--- src/rtl/fft32_pkg.sv ---
// Shared types and constants for the 32-point FFT stage sequencer.
// Frame geometry, FSM encoding and a counter-width helper.
package fft32_pkg;

    localparam int FFT_N     = 32;
    localparam int FFT_LANES = 4;
    localparam int TW_W      = 9;
    localparam int FFT_NGRP  = FFT_N / FFT_LANES;

    typedef enum logic [2:0] {
        IDLE,
        START,
        ALIGN,
        RUN,
        DRAIN,
        DONE
    } fsm_state_t;

    // Width of a down-counter that must hold max(a,b); never narrower than 1 bit.
    function automatic int cnt_width(input int a, input int b);
        int m;
        m = (a > b) ? a : b;
        return (m > 0) ? $clog2(m + 1) : 1;
    endfunction

endpackage

--- src/rtl/fft32_delay_cnt.sv ---
// Loadable down-counter with a zero flag; load wins over decrement.
// Saturates at zero, so a stray decrement never wraps.
module fft32_delay_cnt #(
    parameter int W = 3
) (
    input  logic         clk,
    input  logic         rst,
    input  logic         load,
    input  logic [W-1:0] load_val,
    input  logic         dec,
    output logic         zero
);

    logic [W-1:0] cnt;

    always_ff @(posedge clk or posedge rst) begin
        if (rst) begin
            cnt <= '0;
        end else if (load) begin
            cnt <= load_val;
        end else if (dec && (cnt != '0)) begin
            cnt <= cnt - 1'b1;
        end
    end

    assign zero = (cnt == '0);

endmodule

--- src/rtl/fft32_stage_ctrl.sv ---
// Frame sequencer: START/ALIGN/RUN per pass, then DRAIN and a held OUT_VLD.
// Frame spans 1 + NPASS*(1+W_LAT+NGRP*GCYC) + BF_LAT cycles; OUT_VLD holds until OUT_RDY.
module fft32_stage_ctrl
    import fft32_pkg::*;
#(
    parameter int NGRP   = FFT_NGRP,
    parameter int GCYC   = 4,
    parameter int NPASS  = 2,
    parameter int W_LAT  = 3,
    parameter int BF_LAT = 4
) (
    input  logic                                   CLK,
    input  logic                                   RST,
    input  logic                                   IN_VLD,
    output logic                                   IN_RDY,
    output logic                                   W_START,
    output logic                                   W_STAGE,
    output logic                                   BF_EN,
    output logic [((NGRP > 1) ? $clog2(NGRP) : 1)-1:0] GRP,
    output logic [((GCYC > 1) ? $clog2(GCYC) : 1)-1:0] PH,
    output logic                                   BANK,
    output logic                                   PASS_DONE,
    output logic                                   OUT_VLD,
    input  logic                                   OUT_RDY,
    output logic                                   BUSY
);

    localparam int GW = (NGRP > 1) ? $clog2(NGRP) : 1;
    localparam int PHW = (GCYC > 1) ? $clog2(GCYC) : 1;
    localparam int PW = (NPASS > 1) ? $clog2(NPASS) : 1;
    localparam int DW = cnt_width(W_LAT, BF_LAT);

    localparam logic [GW-1:0]  GRP_LAST  = GW'(NGRP - 1);
    localparam logic [PHW-1:0] PH_LAST   = PHW'(GCYC - 1);
    localparam logic [PW-1:0]  PASS_LAST = PW'(NPASS - 1);
    localparam logic [DW-1:0]  ALIGN_LD  = DW'((W_LAT > 0) ? W_LAT - 1 : 0);
    localparam logic [DW-1:0]  DRAIN_LD  = DW'((BF_LAT > 0) ? BF_LAT - 1 : 0);

    fsm_state_t state, state_d;

    logic [PW-1:0]  pass, pass_d;
    logic [GW-1:0]  grp_d;
    logic [PHW-1:0] ph_d;
    logic           bank_d;
    logic           cnt_load;
    logic [DW-1:0]  cnt_val;
    logic           cnt_dec;
    logic           cnt_zero;

    fft32_delay_cnt #(
        .W(DW)
    ) u_delay (
        .clk      (CLK),
        .rst      (RST),
        .load     (cnt_load),
        .load_val (cnt_val),
        .dec      (cnt_dec),
        .zero     (cnt_zero)
    );

    always_comb begin
        state_d  = state;
        pass_d   = pass;
        grp_d    = GRP;
        ph_d     = PH;
        bank_d   = BANK;
        cnt_load = 1'b0;
        cnt_val  = '0;
        cnt_dec  = 1'b0;

        case (state)
            IDLE: begin
                if (IN_VLD) begin
                    state_d = START;
                    pass_d  = '0;
                    grp_d   = '0;
                    ph_d    = '0;
                end
            end
            START: begin
                if (W_LAT > 0) begin
                    state_d  = ALIGN;
                    cnt_load = 1'b1;
                    cnt_val  = ALIGN_LD;
                end else begin
                    state_d = RUN;
                end
            end
            ALIGN: begin
                if (cnt_zero) state_d = RUN;
                else          cnt_dec = 1'b1;
            end
            RUN: begin
                if (PH == PH_LAST) begin
                    ph_d = '0;
                    if (GRP == GRP_LAST) begin
                        // End of pass: the buffer just written becomes the next read bank.
                        grp_d  = '0;
                        bank_d = ~BANK;
                        if (pass < PASS_LAST) begin
                            pass_d  = pass + 1'b1;
                            state_d = START;
                        end else if (BF_LAT > 0) begin
                            state_d  = DRAIN;
                            cnt_load = 1'b1;
                            cnt_val  = DRAIN_LD;
                        end else begin
                            state_d = DONE;
                        end
                    end else begin
                        grp_d = GRP + 1'b1;
                    end
                end else begin
                    ph_d = PH + 1'b1;
                end
            end
            DRAIN: begin
                if (cnt_zero) state_d = DONE;
                else          cnt_dec = 1'b1;
            end
            DONE: begin
                if (OUT_RDY) state_d = IDLE;
            end
            default: state_d = IDLE;
        endcase
    end

    // Strobes are registered from the next state so they line up with it exactly.
    always_ff @(posedge CLK or posedge RST) begin
        if (RST) begin
            state     <= IDLE;
            pass      <= '0;
            GRP       <= '0;
            PH        <= '0;
            BANK      <= 1'b0;
            W_START   <= 1'b0;
            W_STAGE   <= 1'b0;
            BF_EN     <= 1'b0;
            PASS_DONE <= 1'b0;
        end else begin
            state     <= state_d;
            pass      <= pass_d;
            GRP       <= grp_d;
            PH        <= ph_d;
            BANK      <= bank_d;
            W_START   <= (state_d == START);
            W_STAGE   <= pass_d[0];
            BF_EN     <= (state_d == RUN);
            PASS_DONE <= (state_d == RUN) && (grp_d == GRP_LAST) && (ph_d == PH_LAST);
        end
    end

    assign IN_RDY  = (state == IDLE);
    assign OUT_VLD = (state == DONE);
    assign BUSY    = (state != IDLE);

endmodule

--- config.mk ---
export PLATFORM = sky130hd
export DESIGN_NAME = fft32_stage_ctrl
export DESIGN_NICKNAME = d
export VERILOG_FILES = /design/src/rtl/fft32_pkg.sv /design/src/rtl/fft32_delay_cnt.sv /design/src/rtl/fft32_stage_ctrl.sv
export SDC_FILE = /design/constraint.sdc
export NUM_CORES = 1
export LEC_CHECK = 0
export CORE_MARGIN = 10
export CORE_UTILIZATION = 42
export DETAILED_ROUTE_END_ITERATION = 8
export PLACE_DENSITY = 0.66
export SETUP_SLACK_MARGIN = 0.3
export SYNTH_ARGS = -nofsm -noshare
export SYNTH_HDL_FRONTEND = slang
export SYNTH_HIERARCHICAL = 1
export SYNTH_SLANG_ARGS = --single-unit
export TNS_END_PERCENT = 30
--- constraint.sdc ---
create_clock -name CLK -period 3.5 [get_ports CLK]
set_clock_uncertainty 0.1 [all_clocks]
set_input_delay 0.525 -clock CLK [delete_from_list [all_inputs] [get_ports CLK]]
set_output_delay 0.525 -clock CLK [all_outputs]
set_load 0.02 [all_outputs]
---- Yosys cells after proc, flatten, opt, wreduce, memory -nomap -nowiden ----
Cells that the tools add are included.
word-level totals
  ROM bits ................................ 0
  memories ................................ 0
  input port bits ......................... 4
  bits in writable memories ............... 0
  register bits after elaboration ......... 16
  word-level logic and storage cells ...... 74
  latch bits .............................. 0
  output and inout bits ................... 13
operators by class
  $add $sub $neg .......................... 4
  divide/modulo/power cells ............... 0
  equality and inequality tests ........... 15
  order comparisons ....................... 1
  multiply operators ...................... 0
  shift-type cells ........................ 0
  multiplexer cells ....................... 32
  reduce and logical (&&, ||, !) cells .... 12
  bitwise operators ....................... 1
operator list
  operator                                                                count
  3-bit 2-to-1 mux                                                        12
  3-bit case mux with 6 select lines                                      1
  3-bit equality test (second input constant)                             4
  2-bit 2-to-1 mux                                                        5
  3-bit by 2-bit equality test with 1-bit output (second input constant)  3
  1-bit 2-to-1 mux                                                        9
  2-bit != test (second input constant)                                   4
  2-bit case mux with 2 select lines                                      2
  3-bit by 1-bit equality test with 1-bit output (second input constant)  2
  3-bit zero test                                                         2
  3-bit case mux with 2 select lines                                      1
  3-bit nonzero test                                                      2
  5-bit AND reduction                                                     1
  2-bit equality test (second input constant)                             2
  1-bit case mux with 2 select lines                                      2
  2-bit nonzero test                                                      2
  3-bit by 1-bit adder with 3-bit output (second input constant)          1
  1-bit logical AND                                                       3
  3-bit AND reduction                                                     1
  3-bit by 1-bit subtractor with 3-bit output (second input constant)     1
  2-bit by 1-bit adder with 2-bit output (second input constant)          1
  2-bit OR reduction                                                      1
  1-bit adder (second input constant)                                     1
  1-bit less-than comparator (second input constant)                      1
  1-bit NOT                                                               1

---- Logic depth before layout (Yosys ltp) ----
  depth after elaboration ................. 8
  depth in mapped cells ................... 8
  gate-level depth less buffers ........... 8

---- By module ----
Netlist, hierarchy kept.
by module, submodules not included
  module            sequential area each (um^2)  area an instance (um^2)  times used  cells each
  fft32_stage_ctrl  325.3                        740.7                    1           80
  fft32_delay_cnt   75.1                         211.5                    1           20

---- Worst setup path after synthesis ----
No wires, ideal clock.
  path kind ............................... flip-flop to flip-flop
  from .................................... register GRP[1] (netlist bit)
  to ...................................... register u_delay.cnt[0]
  arrival ................................. 1859 ps
  cell stages (with the launch flop) ...... 8
  setup slack ............................. 1415 ps
  library setup time ...................... 126 ps
  clock period less this slack ............ 2085 ps
  data required time ...................... 3274 ps
  buffers on the path ..................... 1
  cell sequence ........................... dfrtp_1 > ha_1 > ha_1 > nand3_1 > a21oi_1 > buf_6 > and2b_4 > a221o_1
between the ends
  cells in the longest elaborated chain, start to end .. 5
  elaborated cells on any way between the ends .. 9
  those cells by class .................... eq/ne (1); mux (7); reduce/logical (1)
RTL lines
  item                                                           line                     text
  start, declared                                                fft32_stage_ctrl.sv:19   output logic [((NGRP > 1) ? $clog2(NGRP) : 1)-1:0] GRP,
  start signal, assigned                                         fft32_stage_ctrl.sv:143  GRP <= grp_d;
  3-bit equality test (*)                                        fft32_stage_ctrl.sv:96   if (GRP == GRP_LAST) begin
  1-bit 2-to-1 mux (*)                                           fft32_stage_ctrl.sv:96
  1-bit 2-to-1 mux (*)                                           fft32_stage_ctrl.sv:94   if (PH == PH_LAST) begin
  1-bit case mux with 2 select lines (*)                         fft32_stage_ctrl.sv:71   case (state)
  named net cnt_load                                             fft32_stage_ctrl.sv:45   logic cnt_load;
  3-bit 2-to-1 mux / 2-bit nonzero test (equally long branches)  n/a
  end signal, assigned                                           fft32_delay_cnt.sv:20    cnt <= load_val;
  end signal, assigned                                           fft32_delay_cnt.sv:22    cnt <= cnt - 1'b1;
  end, declared                                                  fft32_delay_cnt.sv:14    logic [W-1:0] cnt;
Mark *: on every way through the listed nets, which the timed path passes. The rest lies on a longest branch.
A chain may end at the register's enable or synchronous reset.

---- Worst setup path after layout ----
  from .................................... register state[0]
  to ...................................... output port OUT_VLD
between the ends
  cells in the longest elaborated chain, start to end .. 1
RTL lines
  item                    line                     text
  start, declared         fft32_stage_ctrl.sv:39   fsm_state_t state, state_d;
  start signal, assigned  fft32_stage_ctrl.sv:141  state <= state_d;
  3-bit equality test     fft32_stage_ctrl.sv:154  assign OUT_VLD = (state == DONE);
  end, declared           fft32_stage_ctrl.sv:23   output logic OUT_VLD,
Every way passes these cells.

==> flow_summary.toml <==
[status]
status = "completed"

[worst_setup_path]
required_ns = 2.87
cp-end-kind = "primary output"
critical_path.startpoint_type = "flip-flop"
critPathMaxFanout = 15
path_class = "flip-flop to primary output"
reg2reg_depth = 6
cp.arrival_ns = 1.82

[final_layout]
diodes = 0
layout_common_cells = "16 x dfrtp_1, 16 x clkdlybuf4s50_1, 9 x inv_1, 9 x nand2_1, 8 x a21oi_1"
drive_gt1_share_pct = 6.034
fin_util_pct = 52.71
nets = 127
area_growth_pct = 21.29

[clock_network]
clk_latency_ns = 0.28
clkSlewWorstSetupHoldPaths_ns = 0.10
cts_tree = "built"
post_cts_resized = 0
post_cts_buffers = 0
h-tree-depth = 1
root_buffer = "clkbuf_4"
clock_path_buffers = 2
numClockSinks = 16
cts_buffers = 3
postCtsHoldBufs = 0

[floorplanning]
start_util_pct = 43.46
core_area_um2 = 2191
die_area_um2 = 4572
row_count = 17
die_h_um = 67.62
io_pins = 17
dieWidth_um = 67.62

[sta]
hold_viol_final = 0
period_needed_ns = 2.449
tightest_slew_ns = 0.6486
hold_slack_ns = 0.3151
rsz0062_at_grt = "false"
slew_viol_final = 0
fin_crit_sh_pct = 69.98
setup_viol = 0
tns_ns = 0
fmax_mhz = 408.3
slew_headroom_pct = 56.76

[grt]
grt_pass1_wl_mm = 3.277
grt_pass1_vias = 734
antenna_found_initial = 0
grt_usage_pct = 9.051
grt-ovfl-total = 0
grt_start_max_net_pins = 16

[synthesis]
syn_nets = 110
ys_ff_latch = 16
synthArstFlopShare_pct = 100.0
syn_inst = 100
syn_area_um2 = 952.2
ys_seq_area_share_pct = 42.05
syn-mean-instance-area_um2 = 9.522
synth_flop_cell = "dfrtp_1"
synth_warnings = 6
ys_types = 33
synth_enable_flop_cells = 0

[placed_design]
post-dp-hpwl_mm = 1.536
gp_congestion = 0.8580
numPortBuffers = 16

[drt]
wl_met2_um = 857
drt_wl_total_mm = 2.031
routedWlPerCell_um = 14.10
wl_met3_um = 141
viasPerCell = 5.278
remaining_drc_errors = 0
vias = 760
top_layer_used = "met4"
first_pass_iters = 4
met1Wirelength_mm = 1.018
ant_nets = 0
drtIter0Drc = 26

[pwr]
leakage_nw = 0.5169
vdd_drop_max_v = 0.0005220
cellPowerDensity_nw_per_um2 = 761.6

[run]
maxCapViolCount = 0

[min_path]
worstHoldPathType = "input pin to async pin"
[power by group]
group          internal (mW)  total, mW  switching (mW)
Sequential             0.246      0.313          0.0663
Clock                 0.0633      0.124          0.0610
Combinational          0.214      0.443           0.228
Total                  0.524      0.879           0.356
[Yosys cell counts, types with 2 or more instances]
cell / instances / area [um^2]
a21oi_1: 8 / 40.04
a221o_1: 3 / 30.03
a22o_1: 2 / 17.52
a22oi_1: 2 / 15.01
buf_2: 2 / 10.01
dfrtp_1: 16 / 400.4
ha_1: 6 / 75.07
inv_1: 9 / 33.78
nand2_1: 9 / 33.78
nand2b_1: 2 / 12.51
nand3_1: 3 / 15.01
nor2_1: 3 / 11.26
nor2b_1: 6 / 37.54
nor3_1: 4 / 20.02
nor4b_1: 3 / 26.28
o21ai_0: 2 / 10.01
o21ai_1: 3 / 15.01
xnor2_1: 2 / 17.52
[flip-flops by register name (all words and copies together) (netlist names)]
name / cells
BANK: 1
BF_EN: 1
GRP: 3
PASS_DONE: 1
PH: 2
W_START: 1
pass: 1
state: 3
u_delay/cnt: 3
[metal layers]
metal,vias to the layer above,global-route usage [%]
li1,384,-
met1,360,12.69
met4,0,2.308
met2,14,12.91
met3,2,2.975
met5,-,0
[cell families (layout without fill, tap and decap cells)]
group | Yosys count | in the layout | synth area share [%]
compound gates | 25 | 25 | 19.05
xor+xnor | 2 | 2 | 1.840
fa+ha+maj | 6 | 6 | 7.884
other cells | 1 | 1 | 0.3938
buf+inv | 13 | 29 | 6.570
flops | 16 | 16 | 42.05
simple gates | 37 | 37 | 22.21
[cell type report]
| cell class | instances | area (um^2) |
|---|---|---|
| Multi-Input combinational cell | 71 | 489.2 |
| Timing Repair Buffer | 16 | 160.2 |
| Sequential cell | 16 | 400.4 |
| Clock buffer | 4 | 36.28 |
| Tap cell | 28 | 35.03 |
| Fill cell | 203 | 1036 |
| Inverter | 9 | 33.78 |
[through the flow]
| stage | worst slack [ns] | area, um^2 | power [mW] | instances |
|---|---|---|---|---|
| finish | 1.051 | 1155 | 0.8795 | 144 |
| global route | 0.9206 | 1155 | 0.9457 | 144 |
| CTS | 1.047 | 1155 | 0.8830 | 144 |
| detailed placement | 1.200 | 1119 | 0.7556 | 140 |
| global placement | 1.285 | 1119 | 0.7494 | 140 |
| floorplan | 1.415 | 952.2 | 0.6071 | 100 |
[worst paths after layout]
path,from,to,slack (ns)
setup / recovery,state[0]$_DFF_PP0_,OUT_VLD,1.05
hold / removal,RST,u_delay/cnt[0]$_DFFE_PP0P_,0.32
setup reg to reg,GRP[0]$_DFF_PP0_,u_delay/cnt[0]$_DFFE_PP0P_,1.17
hold reg to reg,BANK$_DFFE_PP0P_,BANK$_DFFE_PP0P_,0.39
max in group asynchronous,RST,PASS_DONE$_DFF_PP0_,2.50
min in group CLK,BANK$_DFFE_PP0P_,BANK$_DFFE_PP0P_,0.39
[worst max-delay path, stage by stage, from the launching register on]
cell	delay, ns
dfrtp_1	0.63
inv_1	0.11
nor3_1	0.16
clkdlybuf4s50_1	0.64
(Power assumes the default switching activity.)
